[config.mk]
export PLATFORM = sky130hd
export DESIGN_NAME = mem_port_arbiter
export DESIGN_NICKNAME = d
export VERILOG_FILES = /design/src/rtl/mem_arb_pkg.sv /design/src/rtl/mem_port_arbiter_priority_sel.sv /design/src/rtl/mem_port_arbiter.sv
export SDC_FILE = /design/constraint.sdc
export NUM_CORES = 1
export LEC_CHECK = 0
export BUFFER_PORTS_ARGS = -buffer_cell sky130_fd_sc_hd__buf_2
export CORE_AREA = 2 2 245 247
export DETAILED_ROUTE_END_ITERATION = 10
export DIE_AREA = 0 0 247 249
export GPL_TIMING_DRIVEN = 0
export MAX_ROUTING_LAYER = met4
export SLEW_MARGIN = 40
export SYNTH_ARGS = -nofsm -noshare
export SYNTH_HDL_FRONTEND = slang
export SYNTH_HIERARCHICAL = 1
export SYNTH_SLANG_ARGS = --single-unit
[constraint.sdc]
create_clock -name clk -period 3 [get_ports clk]
set_input_delay 0.75 -clock clk [delete_from_list [all_inputs] [get_ports clk]]
set_output_delay 0.75 -clock clk [all_outputs]
set_load 0.02 [all_outputs]
[src/rtl/mem_arb_pkg.sv]
// Shared types and default widths for the main-memory line port arbiter.
package mem_arb_pkg;

    localparam int LINE_W = 128;
    localparam int ADDR_W = 26;

    // Transaction sequencing: one line transaction in flight at a time.
    typedef enum logic [1:0] {
        ARB_IDLE  = 2'd0,
        ARB_ISSUE = 2'd1,
        ARB_RESP  = 2'd2
    } arb_state_t;

    // Which requester owns the current transaction.
    typedef enum logic [1:0] {
        GNT_I   = 2'd0,
        GNT_DRD = 2'd1,
        GNT_DWR = 2'd2
    } arb_gnt_t;

    // Only the D-cache writeback drives a write onto the backend.
    function automatic logic gnt_is_write(input arb_gnt_t gnt);
        return (gnt == GNT_DWR);
    endfunction

endpackage

[src/rtl/mem_port_arbiter_priority_sel.sv]
// Combinational winner pick among the three line-port requesters.
// Writeback always wins so dirty lines leave before a refill can reuse the
// set; D reads beat I fetches unless the I side has been starved too long.
module arb_priority_sel
    import mem_arb_pkg::*;
(
    input  logic     req_i,
    input  logic     req_d_rd,
    input  logic     req_d_wr,
    input  logic     starve_hit,
    output arb_gnt_t gnt,
    output logic     valid
);

    // Fixed priority with a starvation override for the I-cache over D reads.
    always_comb begin
        // NOTE: every output gets a default first so no path leaves it unassigned (no latch).
        gnt   = GNT_I;
        valid = req_i | req_d_rd | req_d_wr;
        if (req_d_wr) begin
            gnt = GNT_DWR;
        end else if (req_d_rd && !(starve_hit && req_i)) begin
            gnt = GNT_DRD;
        end else begin
            gnt = GNT_I;
        end
    end

endmodule

[src/rtl/mem_port_arbiter.sv]
// Shares the single main-memory line port between I-cache fill, D-cache fill
// and D-cache writeback. One line transaction at a time: the winner is latched
// in IDLE, presented to the backend in ISSUE, and acknowledged with a one-cycle
// pulse in RESP. RESP always returns through IDLE so a requester dropping its
// request after the pulse is never re-granted on a stale level.
module mem_port_arbiter #(
    parameter int LINE_W     = mem_arb_pkg::LINE_W,
    parameter int ADDR_W     = mem_arb_pkg::ADDR_W,
    parameter int STARVE_MAX = 4
) (
    input  logic              clk,
    input  logic              reset,
    input  logic              reqI,
    input  logic [ADDR_W-1:0] addrI,
    input  logic              reqD_rd,
    input  logic [ADDR_W-1:0] addrD_rd,
    input  logic              reqD_wr,
    input  logic [ADDR_W-1:0] addrD_wr,
    input  logic [LINE_W-1:0] wdata,
    output logic              mem_req,
    output logic              mem_we,
    output logic [ADDR_W-1:0] mem_addr,
    output logic [LINE_W-1:0] mem_wdata,
    input  logic              mem_ack,
    input  logic [LINE_W-1:0] mem_rdata,
    output logic [LINE_W-1:0] rdata,
    output logic              i_ready,
    output logic              d_ready,
    output logic              wr_ack
);

    import mem_arb_pkg::*;

    localparam int CNT_W = $clog2(STARVE_MAX + 1);

    arb_state_t        state_q, state_d;
    arb_gnt_t          gnt_q, gnt_d;
    logic              mem_req_q, mem_req_d;
    logic              mem_we_q, mem_we_d;
    logic [ADDR_W-1:0] addr_q, addr_d;
    logic [LINE_W-1:0] wdata_q, wdata_d;
    logic [LINE_W-1:0] rdata_q, rdata_d;
    logic              i_ready_q, i_ready_d;
    logic              d_ready_q, d_ready_d;
    logic              wr_ack_q, wr_ack_d;
    logic [CNT_W-1:0]  starve_cnt_q, starve_cnt_d;

    arb_gnt_t          sel_gnt;
    logic              sel_valid;
    logic              starve_hit;

    assign starve_hit = (starve_cnt_q == CNT_W'(STARVE_MAX));

    arb_priority_sel u_sel (
        .req_i      (reqI),
        .req_d_rd   (reqD_rd),
        .req_d_wr   (reqD_wr),
        .starve_hit (starve_hit),
        .gnt        (sel_gnt),
        .valid      (sel_valid)
    );

    // Next-state and next-output logic for the IDLE -> ISSUE -> RESP sequence.
    always_comb begin
        state_d      = state_q;
        gnt_d        = gnt_q;
        mem_req_d    = mem_req_q;
        mem_we_d     = mem_we_q;
        addr_d       = addr_q;
        wdata_d      = wdata_q;
        rdata_d      = rdata_q;
        starve_cnt_d = starve_cnt_q;
        i_ready_d    = 1'b0;
        d_ready_d    = 1'b0;
        wr_ack_d     = 1'b0;

        case (state_q)
            ARB_IDLE: begin
                if (sel_valid) begin
                    gnt_d     = sel_gnt;
                    mem_req_d = 1'b1;
                    mem_we_d  = gnt_is_write(sel_gnt);
                    state_d   = ARB_ISSUE;
                    case (sel_gnt)
                        GNT_DWR: begin
                            addr_d  = addrD_wr;
                            wdata_d = wdata;
                        end
                        GNT_DRD: addr_d = addrD_rd;
                        default: addr_d = addrI;
                    endcase
                end
                // Count rounds the I-cache asked for but lost; saturate at the limit.
                if (reqI) begin
                    if (sel_gnt == GNT_I) begin
                        starve_cnt_d = '0;
                    end else if (!starve_hit) begin
                        starve_cnt_d = starve_cnt_q + 1'b1;
                    end
                end
            end

            ARB_ISSUE: begin
                if (mem_ack) begin
                    mem_req_d = 1'b0;
                    state_d   = ARB_RESP;
                    if (!mem_we_q) begin
                        rdata_d = mem_rdata;
                    end
                    case (gnt_q)
                        GNT_DWR: wr_ack_d  = 1'b1;
                        GNT_DRD: d_ready_d = 1'b1;
                        default: i_ready_d = 1'b1;
                    endcase
                end
            end

            ARB_RESP: begin
                state_d = ARB_IDLE;
            end

            default: begin
                state_d   = ARB_IDLE;
                mem_req_d = 1'b0;
            end
        endcase
    end

    // State, latched transaction and registered outputs.
    always_ff @(posedge clk) begin
        // NOTE: rdata is a datapath register but is still reset; caches expect a clean 0 line after reset.
        if (!reset) begin
            state_q      <= ARB_IDLE;
            gnt_q        <= GNT_I;
            mem_req_q    <= 1'b0;
            mem_we_q     <= 1'b0;
            addr_q       <= '0;
            wdata_q      <= '0;
            rdata_q      <= '0;
            i_ready_q    <= 1'b0;
            d_ready_q    <= 1'b0;
            wr_ack_q     <= 1'b0;
            starve_cnt_q <= '0;
        end else begin
            // NOTE: non-blocking so every flop samples the pre-edge value of its _d.
            state_q      <= state_d;
            gnt_q        <= gnt_d;
            mem_req_q    <= mem_req_d;
            mem_we_q     <= mem_we_d;
            addr_q       <= addr_d;
            wdata_q      <= wdata_d;
            rdata_q      <= rdata_d;
            i_ready_q    <= i_ready_d;
            d_ready_q    <= d_ready_d;
            wr_ack_q     <= wr_ack_d;
            starve_cnt_q <= starve_cnt_d;
        end
    end

    assign mem_req   = mem_req_q;
    assign mem_we    = mem_we_q;
    assign mem_addr  = addr_q;
    assign mem_wdata = wdata_q;
    assign rdata     = rdata_q;
    assign i_ready   = i_ready_q;
    assign d_ready   = d_ready_q;
    assign wr_ack    = wr_ack_q;

endmodule

==> results.rst <==
.. list-table::
   :header-rows: 1

   * - Metric
     - Value
   * - Overall via count from detail_route
     - 11,802
   * - Status
     - finished, final reports clean
   * - Number of slew-limit violations in the final report
     - 0
   * - Number of input and output port buffers inserted
     - 625
   * - Total half-perimeter wirelength after legalization and detailed placement
     - 36,000 um
   * - GPL Wtd Cong
     - 0.864
   * - Setup repair after global routing missed its margin
     - no
   * - Data arrival at the endpoint of the critical path
     - 3230 ps
   * - Vias per Instance
     - 4.21
   * - Antenna violation net count after detailed routing
     - 0
   * - Worst-path cell chain
     - inv_1, ha_1, nand2_1, inv_1, a211oi_2, inv_1, ha_1, buf_2, and4bb_2, buf_4, buf_6, buf_4, nand3_1, o21ai_1
   * - Top fanout value on the critical path
     - 10
   * - Final-report hold violation count
     - 0
   * - Worst Path Required
     - 3410 ps
   * - Synthesized instance count
     - 1,339
   * - Startpoint class of the critical path
     - flip-flop
   * - Number of placed cells counting well taps
     - 2,737
   * - Final setup violation count
     - 0
   * - Total number of placement rows
     - 89
   * - Combinational family with the most area after synthesis
     - simple AND/OR/NAND/NOR gates
   * - Compound-Gate Fraction of Synth Area
     - 0.198
   * - Clock-pin slew reported for the worst setup and hold paths after clock tree synthesis
     - 60 ps
   * - Total nets after synthesis
     - 1,686
   * - Via count of the first global-routing pass
     - 11,447
   * - Post-synth top area cell
     - sky130_fd_sc_hd__dfxtp_1
   * - Worst slew margin relative to its limit
     - 0.424
   * - Root buffer cell
     - sky130_fd_sc_hd__clkbuf_16
   * - Netlist area before placement
     - 11,200 um2
   * - Deepest clock path buffer count
     - 3
   * - Largest clock skew in the final design
     - 13.8 ps
   * - Die area
     - 61,500 um2
   * - Final Non-Filler Cells
     - 2,805
   * - Placeable core region
     - 58,700 um2
   * - Post-synthesis adder-cell area fraction
     - 0.00784
   * - Number of synthesized register bits
     - 294
   * - Vertical die dimension
     - 249 um
   * - Nature of the critical path endpoint
     - flip-flop
   * - Pin count of the biggest net entering global routing
     - 14
   * - Top post-synthesis cells by area
     - sky130_fd_sc_hd__dfxtp_1 53%, sky130_fd_sc_hd__nand2_1 13%, sky130_fd_sc_hd__a21boi_1 8.1%
   * - TritonCTS clock tree
     - yes
   * - Post-synth top area share
     - 0.527
   * - Share of the cycle needed by the critical path after routing
     - 0.938
   * - Drt total wl
     - 46,000 um
   * - Critical path's largest stage delay
     - 350 ps
   * - Maximum resistive drop on vdd
     - 0.383 mV
   * - Number of warnings reported in the yosys synthesis log
     - 6
   * - Leakage
     - 7.52 nW
   * - Clock latency of the later-clocked register in the worst-skew pair
     - 530 ps
   * - Ports
     - 627
   * - First-pass GRT wire length
     - 66,600 um
   * - Max_cap viols
     - 0
   * - Worst-margin pin slew
     - 864 ps
   * - WHS
     - 432 ps
   * - Worst Path Buf+Inv
     - 7
   * - Ratio of cells with drive above 1 in the final layout
     - 0.358
   * - Worst hold-check path type
     - in -> reg
   * - Clock period minus worst slack
     - 2810 ps
   * - Number of antenna violations at the first check in global routing
     - 6
   * - Family with the most delay on the worst path
     - buffers and inverters
   * - Average detailed-routed wire length per instance
     - 16.4 um
   * - DRT Pass-1 Iters
     - 5
   * - Post-layout power
     - 10.4 mW
   * - Number of hold buffers added after cts
     - 0
   * - Avg Synthesized Cell Area
     - 8.35 um2
   * - Number of DRC markers in iteration 0
     - 430
   * - Maximum clock rate
     - 355 MHz
   * - Total number of nets in the final design
     - 2,349
   * - GR Overflow Total
     - 0
   * - Synthesis-to-finish area growth
     - 47.9%
   * - Multiplexer share of the synthesized area
     - 0.00179
   * - Initial standard-cell utilization of the core
     - 0.190
   * - Slowest cell on the critical path
     - sky130_fd_sc_hd__dfxtp_1
   * - CTS buffer count
     - 36
   * - Sequential element share of the synthesized area
     - 0.527
   * - H-tree depth
     - 2
   * - Total GRT Usage
     - 0.144
   * - Clock sink total
     - 294
   * - Cell type with the highest occurrence count on the critical path
     - sky130_fd_sc_hd__inv_1
   * - Cell variety after synth
     - 32
   * - Residual DRC
     - 0
   * - Power density of the placed cells
     - 630 nW/um2
   * - Horizontal die dimension
     - 247 um
   * - Post-synthesis share of cell area spent on xor and xnor gates
     - 0
   * - Post-synthesis share of cell area spent on and, or, nand and nor gates
     - 0.212
   * - Type of the worst setup path
     - reg -> reg
## power by group
group | switching [mW] | leakage [nW] | internal, mW
sequential | 0.125 | 2.40 | 4.14
clock | 1.76 | 0.598 | 2.85
combinational | 0.968 | 4.53 | 0.572
total | 2.86 | 7.52 | 7.55
## sequential cells by signal, summed over array words and instances (netlist names)
signal,count
d_ready,1
gnt_q,2
i_ready,1
mem_addr,26
mem_req,1
mem_wdata,128
mem_we,1
rdata,128
starve_cnt_q,3
state_q,2
wr_ack,1
## layer usage
layer,share of wire,global-route usage,vias to the layer above,wire length (um)
li1,-,-,5822,-
met1,0.40,0.160,5355,18300
met2,0.48,0.244,542,22000
met3,0.092,0.0442,83,4210
met4,0.032,0.0485,0,1460
met5,0,-,-,0
## stage by stage
| stage | setup TNS (ps) | utilization | worst slack (ps) | area [um2] |
|---|---|---|---|---|
| CTS | 0 | 0.281 | 19.4 | 16500 |
| floorplan | 0 | - | 584 | 11200 |
| detailed placement | -211 | 0.260 | -58.0 | 15300 |
| finish | 0 | 0.282 | 186 | 16500 |
| global placement | -84.8 | 0.260 | -54.7 | 15300 |
| global route | 0 | 0.282 | 4.43 | 16500 |
## layout by cell type, fill, tap and decap left out, types with 3 or more instances in the layout
cell type	netlist	final
sky130_fd_sc_hd__diode_2	0	5
sky130_fd_sc_hd__ha_1	7	7
sky130_fd_sc_hd__clkbuf_1	73	80
sky130_fd_sc_hd__a22o_1	26	26
sky130_fd_sc_hd__a21boi_0	8	8
sky130_fd_sc_hd__buf_2	20	645
sky130_fd_sc_hd__a21oi_1	28	28
sky130_fd_sc_hd__nand3_1	128	128
sky130_fd_sc_hd__a22oi_1	26	26
sky130_fd_sc_hd__dfxtp_1	294	294
sky130_fd_sc_hd__nor2b_1	3	3
sky130_fd_sc_hd__nand2_1	390	390
sky130_fd_sc_hd__clkbuf_16	0	37
sky130_fd_sc_hd__nor2_1	28	28
sky130_fd_sc_hd__a21boi_1	120	120
sky130_fd_sc_hd__bufinv_16	0	5
sky130_fd_sc_hd__inv_1	8	8
sky130_fd_sc_hd__clkbuf_8	0	6
sky130_fd_sc_hd__and2_1	6	6
sky130_fd_sc_hd__buf_1	5	6
sky130_fd_sc_hd__buf_4	14	14
sky130_fd_sc_hd__buf_6	7	7
sky130_fd_sc_hd__o21ai_1	128	128
## worst min-delay path, cell delays in order
cell,delay (ps)
sky130_fd_sc_hd__buf_2,70
sky130_fd_sc_hd__nand3_1,50
sky130_fd_sc_hd__o21ai_1,60
## logic make-up after synthesis
logic type	after synthesis
AND/OR/NAND/NOR	566
adder cells (fa/ha/maj)	7
flip-flops	294
buffers and inverters	127
AO/OA/AOI/OAI	343
multiplexers	2
## cells in the mapped netlist
library cell / number
sky130_fd_sc_hd__buf_6: 7
sky130_fd_sc_hd__nand3_1: 128
sky130_fd_sc_hd__and4bb_2: 2
sky130_fd_sc_hd__buf_1: 5
sky130_fd_sc_hd__mux2i_1: 2
sky130_fd_sc_hd__nor3b_2: 1
sky130_fd_sc_hd__a21boi_1: 120
sky130_fd_sc_hd__and3b_1: 2
sky130_fd_sc_hd__a22oi_1: 26
sky130_fd_sc_hd__nand3b_1: 1
sky130_fd_sc_hd__inv_1: 8
sky130_fd_sc_hd__o21a_1: 2
sky130_fd_sc_hd__buf_2: 20
sky130_fd_sc_hd__o21ai_0: 2
sky130_fd_sc_hd__buf_4: 14
sky130_fd_sc_hd__ha_1: 7
sky130_fd_sc_hd__nand4bb_1: 1
sky130_fd_sc_hd__nor2b_1: 3
sky130_fd_sc_hd__a21oi_1: 28
sky130_fd_sc_hd__nand2b_1: 1
sky130_fd_sc_hd__or3_1: 1
sky130_fd_sc_hd__a21boi_0: 8
sky130_fd_sc_hd__o21ai_1: 128
sky130_fd_sc_hd__nand2_1: 390
sky130_fd_sc_hd__nor2_1: 28
sky130_fd_sc_hd__nor3b_1: 2
sky130_fd_sc_hd__a22o_1: 26
sky130_fd_sc_hd__clkbuf_1: 73
sky130_fd_sc_hd__and2_1: 6
sky130_fd_sc_hd__dfxtp_1: 294
sky130_fd_sc_hd__a211oi_1: 1
sky130_fd_sc_hd__o22ai_1: 2
## final timing paths
path                         end            start  slack (ps)  cells past startpoint
hold reg to reg   mem_wdata[100]   mem_wdata[100]         440                      2
setup / recovery  mem_wdata[122]  starve_cnt_q[0]         190                     14
setup reg to reg  mem_wdata[122]  starve_cnt_q[0]         190                     14
hold / removal    mem_wdata[114]       wdata[114]         430                      3
## final cells by class
cell class | instances | area, um2
fill | 6447 | 42200
tap | 773 | 967
inverter | 8 | 30.0
antenna | 5 | 12.5
clock buffer | 52 | 1040
timing repair buffer | 625 | 3130
clock inverter | 11 | 193
sequential | 294 | 5890
multi-input combinational | 918 | 4690
buffer | 119 | 578
## timing repair
action,CTS,global route
endpoints found under the setup margin,0,135
setup buffers,0,0
resized for setup,0,2
(Power assumes the default switching activity.)
